--- config.mk ---
export PLATFORM = sky130hd
export DESIGN_NAME = register_file_sb
export DESIGN_NICKNAME = d
export VERILOG_FILES = /design/src/rtl/regfile_pkg.sv /design/src/rtl/regfile_scoreboard.sv /design/src/rtl/register_file_sb.sv
export SDC_FILE = /design/constraint.sdc
export NUM_CORES = 1
export LEC_CHECK = 0
export CAP_MARGIN = 20
export CORE_MARGIN = 2
export CORE_UTILIZATION = 60
export DETAILED_ROUTE_END_ITERATION = 16
export PLACE_DENSITY_LB_ADDON = 0.3
export SYNTH_ARGS = -nofsm -noshare
export SYNTH_HDL_FRONTEND = slang
export SYNTH_SLANG_ARGS = --single-unit
--- constraint.sdc ---
create_clock -name clk -period 14.2 [get_ports clk]
set_clock_uncertainty 0.05 [all_clocks]
set_input_delay 4.26 -clock clk [delete_from_list [all_inputs] [get_ports clk]]
set_output_delay 4.26 -clock clk [all_outputs]
set_load 0.03 [all_outputs]
--- src/rtl/regfile_pkg.sv ---
// regfile_pkg
//   Shared types and default sizes for the register file with busy scoreboard.
//   rf_state_t : bulk-clear sequencer states (RF_IDLE, RF_CLEAR)
//   RF_DATA_W  : default register width
//   RF_ADDR_W  : default address width (DEPTH = 2**RF_ADDR_W)
package regfile_pkg;

  localparam int RF_DATA_W = 16;
  localparam int RF_ADDR_W = 4;

  typedef enum logic {
    RF_IDLE  = 1'b0,
    RF_CLEAR = 1'b1
  } rf_state_t;

endpackage

--- src/rtl/regfile_scoreboard.sv ---
// regfile_scoreboard
//   One busy bit per register. A bit is set when an instruction that will
//   produce that register issues, and cleared when its result is written back.
// Ports
//   clk, rst            clock, asynchronous active-high reset (all bits 0)
//   set_en, set_idx     mark set_idx busy (issue)
//   clr_en, clr_idx     mark clr_idx not busy (writeback)
//   wipe_en, wipe_idx   clear one bit as part of the sequenced bulk clear
//   rd_idx_n/rd_busy_n  two combinational read taps (n = 1, 2)
module regfile_scoreboard
  import regfile_pkg::*;
#(
  parameter int ADDR_W = RF_ADDR_W
) (
  input  logic              clk,
  input  logic              rst,
  input  logic              set_en,
  input  logic [ADDR_W-1:0] set_idx,
  input  logic              clr_en,
  input  logic [ADDR_W-1:0] clr_idx,
  input  logic              wipe_en,
  input  logic [ADDR_W-1:0] wipe_idx,
  input  logic [ADDR_W-1:0] rd_idx_1,
  output logic              rd_busy_1,
  input  logic [ADDR_W-1:0] rd_idx_2,
  output logic              rd_busy_2
);

  localparam int DEPTH = 2 ** ADDR_W;

  logic [DEPTH-1:0] busy;

  // The set is written after the clear so that an issue and a writeback to
  // the same index on the same edge leave the bit set: the newer producer
  // is still outstanding.
  always_ff @(posedge clk or posedge rst) begin
    if (rst) begin
      busy <= '0;
    end else if (wipe_en) begin
      busy[wipe_idx] <= 1'b0;
    end else begin
      if (clr_en) busy[clr_idx] <= 1'b0;
      if (set_en) busy[set_idx] <= 1'b1;
    end
  end

  assign rd_busy_1 = busy[rd_idx_1];
  assign rd_busy_2 = busy[rd_idx_2];

endmodule

--- src/rtl/register_file_sb.sv ---
// register_file_sb
//   Parametrised register file with two combinational read ports, one
//   writeback port, an issue port feeding a busy scoreboard, and a sequenced
//   bulk clear that zeroes one register (and its busy bit) per cycle.
// Ports
//   clk, rst                 clock, asynchronous active-high reset
//   reg_write_en/dest/data   writeback strobe, index, data
//   reg_read_addr_n          read index, port n (n = 1, 2)
//   reg_read_data_n          read data, port n (combinational)
//   reg_read_busy_n          scoreboard bit of reg_read_addr_n (combinational)
//   issue_en, issue_dest     mark issue_dest busy
//   clr_req                  start the bulk clear
//   clr_busy                 high while the bulk clear runs
// Build option
//   REGFILE_BYPASS_EN : forward same-cycle writeback data to the read ports.
//
// state    | meaning
// RF_IDLE  | normal operation, writes and issues accepted
// RF_CLEAR | zeroing mem[clr_cnt]/busy[clr_cnt], writes/issues/clr_req ignored
module register_file_sb
  import regfile_pkg::*;
#(
  parameter int DATA_W   = RF_DATA_W,
  parameter int ADDR_W   = RF_ADDR_W,
  parameter int ZERO_REG = 1
) (
  input  logic              clk,
  input  logic              rst,
  input  logic              reg_write_en,
  input  logic [ADDR_W-1:0] reg_write_dest,
  input  logic [DATA_W-1:0] reg_write_data,
  input  logic [ADDR_W-1:0] reg_read_addr_1,
  output logic [DATA_W-1:0] reg_read_data_1,
  output logic              reg_read_busy_1,
  input  logic [ADDR_W-1:0] reg_read_addr_2,
  output logic [DATA_W-1:0] reg_read_data_2,
  output logic              reg_read_busy_2,
  input  logic              issue_en,
  input  logic [ADDR_W-1:0] issue_dest,
  input  logic              clr_req,
  output logic              clr_busy
);

  localparam int                DEPTH = 2 ** ADDR_W;
  localparam logic [ADDR_W-1:0] LAST  = ADDR_W'(DEPTH - 1);
  localparam logic              HAS_ZERO = (ZERO_REG != 0);

  rf_state_t         state, state_nxt;
  logic [ADDR_W-1:0] clr_cnt;
  logic [DATA_W-1:0] mem [DEPTH];
  logic              idle;
  logic              wr_ok, issue_ok;
  logic              sb_busy_1, sb_busy_2;

  assign idle     = (state == RF_IDLE);
  assign clr_busy = (state == RF_CLEAR);
  assign wr_ok    = idle && reg_write_en && !(HAS_ZERO && reg_write_dest == '0);
  assign issue_ok = idle && issue_en && !(HAS_ZERO && issue_dest == '0);

  always_comb begin
    state_nxt = state;
    case (state)
      RF_IDLE:  if (clr_req) state_nxt = RF_CLEAR;
      RF_CLEAR: if (clr_cnt == LAST) state_nxt = RF_IDLE;
      default:  state_nxt = RF_IDLE;
    endcase
  end

  // clr_cnt wraps from LAST back to 0 on the final clear edge.
  always_ff @(posedge clk or posedge rst) begin
    if (rst) begin
      state   <= RF_IDLE;
      clr_cnt <= '0;
    end else begin
      state <= state_nxt;
      if (state == RF_CLEAR) clr_cnt <= clr_cnt + 1'b1;
      else                   clr_cnt <= '0;
    end
  end

  always_ff @(posedge clk or posedge rst) begin
    if (rst) begin
      for (int i = 0; i < DEPTH; i++) mem[i] <= '0;
    end else if (state == RF_CLEAR) begin
      mem[clr_cnt] <= '0;
    end else if (wr_ok) begin
      mem[reg_write_dest] <= reg_write_data;
    end
  end

  regfile_scoreboard #(
    .ADDR_W(ADDR_W)
  ) u_scoreboard (
    .clk      (clk),
    .rst      (rst),
    .set_en   (issue_ok),
    .set_idx  (issue_dest),
    .clr_en   (wr_ok),
    .clr_idx  (reg_write_dest),
    .wipe_en  (clr_busy),
    .wipe_idx (clr_cnt),
    .rd_idx_1 (reg_read_addr_1),
    .rd_busy_1(sb_busy_1),
    .rd_idx_2 (reg_read_addr_2),
    .rd_busy_2(sb_busy_2)
  );

  always_comb begin
    reg_read_data_1 = mem[reg_read_addr_1];
    reg_read_busy_1 = sb_busy_1;
    reg_read_data_2 = mem[reg_read_addr_2];
    reg_read_busy_2 = sb_busy_2;
`ifdef REGFILE_BYPASS_EN
    // wr_ok already excludes CLEAR and the hardwired zero register.
    if (wr_ok && reg_read_addr_1 == reg_write_dest) begin
      reg_read_data_1 = reg_write_data;
      reg_read_busy_1 = issue_ok && (issue_dest == reg_write_dest);
    end
    if (wr_ok && reg_read_addr_2 == reg_write_dest) begin
      reg_read_data_2 = reg_write_data;
      reg_read_busy_2 = issue_ok && (issue_dest == reg_write_dest);
    end
`endif
    if (HAS_ZERO && reg_read_addr_1 == '0) begin
      reg_read_data_1 = '0;
      reg_read_busy_1 = 1'b0;
    end
    if (HAS_ZERO && reg_read_addr_2 == '0) begin
      reg_read_data_2 = '0;
      reg_read_busy_2 = 1'b0;
    end
  end

endmodule

After elaboration in Yosys (flattened, before gate mapping)
Index checks and enable logic that the tools add are counted.
W data, S select, Z words.
{ "word_totals": {"ff_bits": 277} }
{ "classes": {"mux": 35, "n_eq_ne": 1, "n_bitwise": 12, "reduce_logical": 16, "n_lt_le_gt_ge": 14, "n_addsub": 1} }
{ "op_table": {"columns": ["operator", "n"], "rows": [
  ["$mux W256", 2],
  ["$and A256 B256 Y256", 1],
  ["$bwmux W256", 1],
  ["$not A256 Y256", 1],
  ["$mux W16", 12],
  ["$bmux W16 S4", 2],
  ["$demux W16 S4", 2],
  ["$and A16 B16 Y16", 2],
  ["$not A16 Y16", 2],
  ["$lt A4 B5 Y1 const B", 5],
  ["$ge A5 B5 Y1 const B", 4],
  ["$not A4 Y5", 4],
  ["$logic_not A4 Y1", 4],
  ["$or A16 B16 Y16", 1],
  ["$demux W1 S4", 3],
  ["$ge A4 B1 Y1 const B", 3],
  ["$lt A5 B1 Y1 const B", 2],
  ["$logic_and A1 B1 Y1", 9],
  ["$mux W1", 9],
  ["$bmux W1 S4", 2],
  ["$add A4 B1 Y4 const B", 1],
  ["$eq A4 B4 Y1 const B", 1],
  ["$mux W4", 1],
  ["$logic_not A1 Y1", 2],
  ["3 further kinds", 3]
]} }

Depth between registers and ports, before layout
Gate-level depths: netlist of the first run.
{ "logic_depth": {"ltp_word": 11, "mapped_depth": 6, "depth_no_buf": 5} }

Modules after synthesis
From an unflattened synthesis of the first run, not the netlist that was laid out.
{ "hier_totals": {"cells_unflattened": 1043, "area_unflattened_um2": 14099.8} }
{ "by_module_without_submodules": {"columns": ["module", "cells_each", "area_each_um2", "n_inst"], "rows": [
  ["register_file_sb", 922, 12908.6, 1],
  ["regfile_scoreboard", 121, 1191.1, 1]
]} }

Least setup slack after synthesis of the first run
Ideal clock, no wire load.
{ "synth_timing": {"kind": "input to output", "from": "input port reg_read_addr_2[0]", "to": "output port reg_read_data_2[10]", "path_stages": 6, "required_ps": 9890, "slack_ps": 3868, "arrival_ps": 6022, "path_cell_list": "buf_4 > buf_2 > nor2b_1 > buf_2 > a221oi_1 > a211oi_1"} }
{ "synth_between": {"elab_chain_cells": 5} }
{ "synth_lines": {"columns": ["item", "line", "source"], "rows": [
  ["from (decl)", "register_file_sb.sv:35", "input logic [ADDR_W-1:0] reg_read_addr_2,"],
  ["$not A4 Y5 (not written as such)", "register_file_sb.sv:111", "reg_read_data_2 = mem[reg_read_addr_2];"],
  ["$bmux W16 S4", "register_file_sb.sv:111", null],
  ["$mux W16 (not written as such) (2 in a row)", "register_file_sb.sv:111", null],
  ["$mux W16 (*)", "register_file_sb.sv:128", "if (HAS_ZERO && reg_read_addr_2 == '0) begin"],
  ["to (decl)", "register_file_sb.sv:36", "output logic [DATA_W-1:0] reg_read_data_2,"]
]} }
Every way passes the cells marked *; elsewhere a longest branch is shown, timed or not. The select of a mux whose other input is x is not followed.

Final worst setup path of the first run
{ "layout_timing": {"from": "input port reg_read_addr_2[3]", "to": "output port reg_read_data_2[0]"} }
Same word-level chain as after synthesis.

==> results of run 1 <==
how the worst max path moves through the flow:
| stage | from | endpoint | slack [ns] | depth (start not counted) |
|---|---|---|---|---|
| finish | reg_read_addr_2[3] | reg_read_data_2[0] | 2.50 | 5 |
| global route | reg_read_addr_2[0] | reg_read_data_2[5] | 2.43 | 6 |
| CTS | reg_read_addr_2[3] | reg_read_data_2[0] | 2.60 | 5 |
| detailed placement | reg_read_addr_2[0] | reg_read_data_2[0] | 2.60 | 6 |
| global placement | reg_read_addr_2[3] | reg_read_data_2[0] | 2.67 | 5 |
| floorplan | rst | clr_busy | 2.73 | 1 |
per-layer routing:
| metal | routed length (um) | part of all wire |
|---|---|---|
| met4 | 2700 | 0.061 |
| met2 | 19900 | 0.45 |
| met5 | 0 | 0 |
| met1 | 15900 | 0.36 |
| met3 | 5560 | 0.13 |
layout by cell type, fill, tap and decap left out, types with 22 or more instances in the layout:
master,count
dfrtp_1,260
a22o_1,226
mux4_2,88
clkdlybuf4s50_1,66
mux2_2,61
nor2_1,35
buf_4,34
a221oi_1,33
o21ai_0,32
a211oi_1,32
clkbuf_16,29
o22ai_1,28
nand2_1,25
mux2i_1,23
nand3_1,22
cell type report:
cell class | instances | area (um^2) | area share
clock buffer | 37 | 806 | 0.0512
inverter | 8 | 37.5 | 0.00238
multi-input combinational | 696 | 6850 | 0.435
timing repair buffer | 107 | 1030 | 0.0652
clock inverter | 14 | 153 | 0.00970
sequential | 260 | 6510 | 0.413
tap | 285 | 357 | 0.0227
registers in the layout (all words and copies together), names as in the netlist:
name               flops
clr_cnt                4
u_scoreboard.busy     15
mem                  240
clr_busy               1
cell families after synthesis:
logic type / after synthesis / share of synthesized area
simple gates: 135 / 0.0556
buf+inv: 121 / 0.0393
flops: 260 / 0.469
fa+ha+maj: 4 / 0.00361
compound gates: 383 / 0.222
xor+xnor: 2 / 0.00126
mux: 172 / 0.209
stage by stage:
stage          utilization  hold WS [ns]  instance area [um^2]  worst slack (ns)
2_1_floorplan            -         0.419                 13900              2.73
3_3_place_gp         0.648         0.441                 14700              2.67
3_5_place_dp         0.650         0.449                 14700              2.60
4_1_cts              0.692         0.467                 15700              2.60
5_1_grt              0.695         0.475                 15700              2.43
6_report             0.695         0.463                 15700              2.50
where the power goes:
group	internal (uW)	total [uW]	switching, uW
registers	874	1000	127
clock network	453	760	308
logic	281	618	336
total	1610	2380	770
worst reg2reg max path, delay by kind of cell, from the launching register on:
family                 cells  cell delay (ns)
buffers and inverters      1             0.35
and+or+nand+nor            2             1.69
AOI/OAI and AO/OA          1             0.17
DFF                        1             0.70
==> results_dict.tcl, run 1 <==
set metrics [dict create \
    post_synth_instance_area_um2 13900 \
    ys_ff_latch 260 \
    grt_use_met1 0.495 \
    die_w_um 156 \
    use_met3 0.106 \
    yosysSeqAreaShare 0.469 \
    cts_hold_buf 0 \
    clkLatencyLatePin_ns 0.54 \
    drive_gt1_frac 0.234 \
    hold_viol 0 \
    max_freq_mhz 85.5 \
    antenna_found_initial 0 \
    wl_per_cell_um 31.4 \
    cts_htree_levels 1 \
    synth.area.top_cells "dfrtp_1 (47%), mux4_2 (14%), a22o_1 (14%)" \
    fp.coreArea_um2 22600 \
    synthFlopType "dfrtp_1" \
    area_growth_pct 13.5 \
    nets 1142 \
    cts_tree "built" \
    setup_viol 0 \
    p_per_area_nw_per_um2 151 \
    worstPathRequired_ns 9.89 \
    post-route-period-util 0.824 \
    cts_buffers 28 \
    viasPerCell 7.87 \
    placed_cells_incl_taps 1353 \
    cp.arrival_ns 7.39 \
    place.gp.congestion 0.871 \
    synth_common_cells "dfrtp_1 (260), a22o_1 (226), mux4_2 (88), mux2_2 (61), buf_2 (58)" \
    post-cts-setup-buffer-count 0 \
    vias 11100 \
    finalPower_uw 2380 \
    leakage_uw 0.00688 \
    vdd_drop_max_mv 0.108 \
    drc 0 \
    startpoint_type "input port" \
    min_path_cells 1 \
    cp_max_fo 16 \
    synth_top_cell_by_area "dfrtp_1" \
    dp_hpwl_mm 25.7 \
    avgSynthCellArea_um2 12.9 \
    n_fill_cell 1593 \
    path_buf_inv 2 \
    status "finished clean" \
    holdCritStartpoint "clr_cnt[0]" \
    grt_max_degree 108 \
    async_flop_share 1.00 \
    cts_max_path_buffers 3 \
    grt_pass1_vias 11100 \
    grtUsageTotal 0.372 \
    port_buffers 71 \
    instances_no_fill 1407 \
    r2r_setup_slack_ns 11.18 \
    cap_violations 0 \
    endpoint_kind "primary output" \
    grt.busiest_layer "met2" \
    overflow 0 \
    dieArea_um2 24400 \
    cp_top_family "buffers and inverters" \
    hold_end "clr_cnt[0]" \
    synth_cell_type_count 50 \
    clkTransAtPathRegs_ns 0.06 \
    cp_slowest_cell "nand2b_1" \
    grt_pass1_wl_mm 67.4 \
    synth.most_common_cell "dfrtp_1" \
    critPathMostFrequentCell "clkdlybuf4s50_1" \
    yosysTopAreaCellShare 0.469 \
    diodes 0 \
    drt_first_pass_iters 6 \
    cts-resized-gates 0 \
    drv_slew 0 \
    ff2ff_path_depth 4 \
    synthCells 1077 \
    totalWireLength_mm 44.2 \
    syn_nets 1118 \
    clockRootBuffer "clkbuf_16" \
    tightest_slew_ns 1.26 \
    ant_nets 0 \
    r2r-start "clr_busy" \
    io_pins 72 \
    fin_crit_ns 11.70 \
    finalSetupTns_ns 0 \
    min_path_type "reg -> reg" \
    die_h_um 156 \
    rr_endpoint "mem[161]" \
    ys_warn_count 0 \
    max_stage_delay_ns 0.90 \
    relSlewSlack 0.159 \
    worstSetupPathType "in -> out" \
    use_met2 0.555 \
    rsz0062_at_grt "false" \
    drt_iter0_drc 1530 \
    rows 55 \
    start_util 0.613 \
    cts_sinks 260 \
    crit_chain "clkdlybuf4s50_1 -> nand2b_1 -> o22ai_1 -> a211oi_1 -> clkdlybuf4s50_1" \
    synth_edf_count 0 \
]
(Power assumes the default switching activity.)
==> run 2: changes to the inputs <==
==> constraint.sdc (replaced) <==
create_clock -name clk -period 12.1 [get_ports clk]
set_clock_uncertainty 0.05 [all_clocks]
set_input_delay 3.63 -clock clk [delete_from_list [all_inputs] [get_ports clk]]
set_output_delay 3.63 -clock clk [all_outputs]
set_load 0.03 [all_outputs]
==> run 2 against run 1 <==
Effect of this change:
- first-iteration DRC count is 6.2% lower
- sequential share of layout area up 0.13 points
- critical path type unchanged
- wire length rose by 1.0%
- power rose by 17%
- critical endpoint is now reg_read_data_2[12]
- cell count about the same
==> results_dict.tcl, run 2 (synthesis results as in run 1) <==
set metrics [dict create \
    vdd_drop_max_mv 0.125 \
    largest_reg_flops 240 \
    start_util 0.613 \
    clockRootBuffer "clkbuf_16" \
    hold_viol 0 \
    area_growth_pct 13.1 \
    min_path_cells 1 \
    cp_max_fo 14 \
    viasPerCell 7.89 \
    startpoint_type "input port" \
    drt_first_pass_iters 7 \
    post-cts-setup-buffer-count 0 \
    cts_hold_buf 0 \
    overflow 0 \
    final_core_util 0.693 \
    finalSetupTns_ns 0 \
    rr_endpoint "mem[76]" \
    drive_gt1_frac 0.231 \
    totalWireLength_mm 44.6 \
    leakage_uw 0.00685 \
    cts_max_path_buffers 3 \
    die_h_um 156 \
    clkTransAtPathRegs_ns 0.06 \
    nets 1142 \
    cts_buffers 28 \
    io_pins 72 \
    crit_chain "clkdlybuf4s50_1 -> nand2b_1 -> o22ai_1 -> a211oi_1 -> clkdlybuf4s50_1" \
    ff2ff_path_depth 4 \
    instances_no_fill 1408 \
    antenna_found_initial 0 \
    diodes 0 \
    tightest_slew_ns 1.24 \
    worstSetupPathType "in -> out" \
    r2r_setup_slack_ns 9.13 \
    mostFrequentLayoutCell "dfrtp_1" \
    fp.coreArea_um2 22600 \
    wl_per_cell_um 31.7 \
    top_regs "mem x240, u_scoreboard.busy x15, clr_cnt x4" \
    post-route-period-util 0.864 \
    drt_iter0_drc 1435 \
    cts_htree_levels 1 \
    ant_nets 0 \
    cp.arrival_ns 6.78 \
    largest-register "mem" \
    status "finished clean" \
    grt_pass1_wl_mm 68.4 \
    most-common-layout-cells "dfrtp_1 (260), a22o_1 (226), mux4_2 (88)" \
    grt_pass1_vias 11200 \
    grtUsageTotal 0.376 \
    drv_slew 0 \
    hold_end "clr_cnt[0]" \
    rsz0062_at_grt "false" \
    setup_viol 0 \
    endpoint_kind "primary output" \
    rows 55 \
    drc 0 \
    cp_slowest_cell "clkdlybuf4s50_1" \
    dieArea_um2 24400 \
    port_buffers 71 \
    relSlewSlack 0.169 \
    cts_sinks 260 \
    fin_crit_ns 10.46 \
    grt_max_degree 141 \
    min_path_type "reg -> reg" \
    clkLatencyLatePin_ns 0.54 \
    place.gp.congestion 0.898 \
    worstPathRequired_ns 8.42 \
    r2r-start "clr_busy" \
    holdCritStartpoint "clr_cnt[0]" \
    cts_tree "built" \
    vias 11100 \
    dp_hpwl_mm 25.5 \
    cap_violations 0 \
    max_stage_delay_ns 0.93 \
    die_w_um 156 \
    cts-resized-gates 0 \
    critPathMostFrequentCell "clkdlybuf4s50_1" \
    placed_cells_incl_taps 1353 \
    p_per_area_nw_per_um2 178 \
    max_freq_mhz 95.6 \
]
==> run 2: cell count changes in the layout (fill, tap and decap cells not counted) <==
cell        before  now
buf_4           34   36
clkinv_2         9    6
buf_8            3    2
clkbuf_1         3    8
buf_6            0    1
inv_6            1    0
clkinvlp_4       0    1
buf_16           2    0
clkinv_4         1    0
==> run 2: critical path: cells and delay by family <==
| family | cells | cell delay [ns] |
|---|---|---|
| AO/OA/AOI/OAI | 2 | 0.64 |
| buffers and inverters | 2 | 1.69 |
| AND/OR/NAND/NOR | 1 | 0.81 |
==> run 2: worst max-delay path by stage <==
stage / to / slack, ns / from
3_5_place_dp: reg_read_data_2[6] / 1.81 / reg_read_addr_2[3]
5_1_grt: reg_read_data_2[0] / 1.57 / reg_read_addr_2[3]
4_1_cts: reg_read_data_2[6] / 1.81 / reg_read_addr_2[3]
2_1_floorplan: clr_busy / 1.26 / rst
3_3_place_gp: reg_read_data_2[0] / 1.85 / reg_read_addr_2[3]
6_report: reg_read_data_2[12] / 1.64 / reg_read_addr_2[2]
==> run 2: final cells by class <==
class                      count  area (um^2)
clock buffer                  42          825
fill                        1558         6950
multi-input combinational    696         6850
clock inverter                10          128
inverter                       8         37.5
sequential                   260         6510
timing repair buffer         107          982
tap                          285          357
==> run 2: per-stage QoR <==
stage	setup WS [ns]	area, um^2	hold slack [ns]	power [uW]
5_1_grt	1.57	15700	0.485	2890
6_report	1.64	15700	0.462	2790
4_1_cts	1.81	15600	0.461	2760
2_1_floorplan	1.26	13900	0.419	1630
3_5_place_dp	1.81	14700	0.451	1870
3_3_place_gp	1.85	14700	0.437	1860
==> run 2: per-layer routing <==
metal,wire (um),track usage
met1,16200,0.503
met2,20000,0.560
met3,5870,0.116
met4,2570,0.196
met5,0,0
==> run 2: where the power goes <==
| group | switching [uW] | total (uW) | internal (uW) |
|---|---|---|---|
| Clock | 360 | 892 | 533 |
| Sequential | 149 | 1180 | 1030 |
| Combinational | 396 | 724 | 328 |
| Total | 905 | 2790 | 1890 |
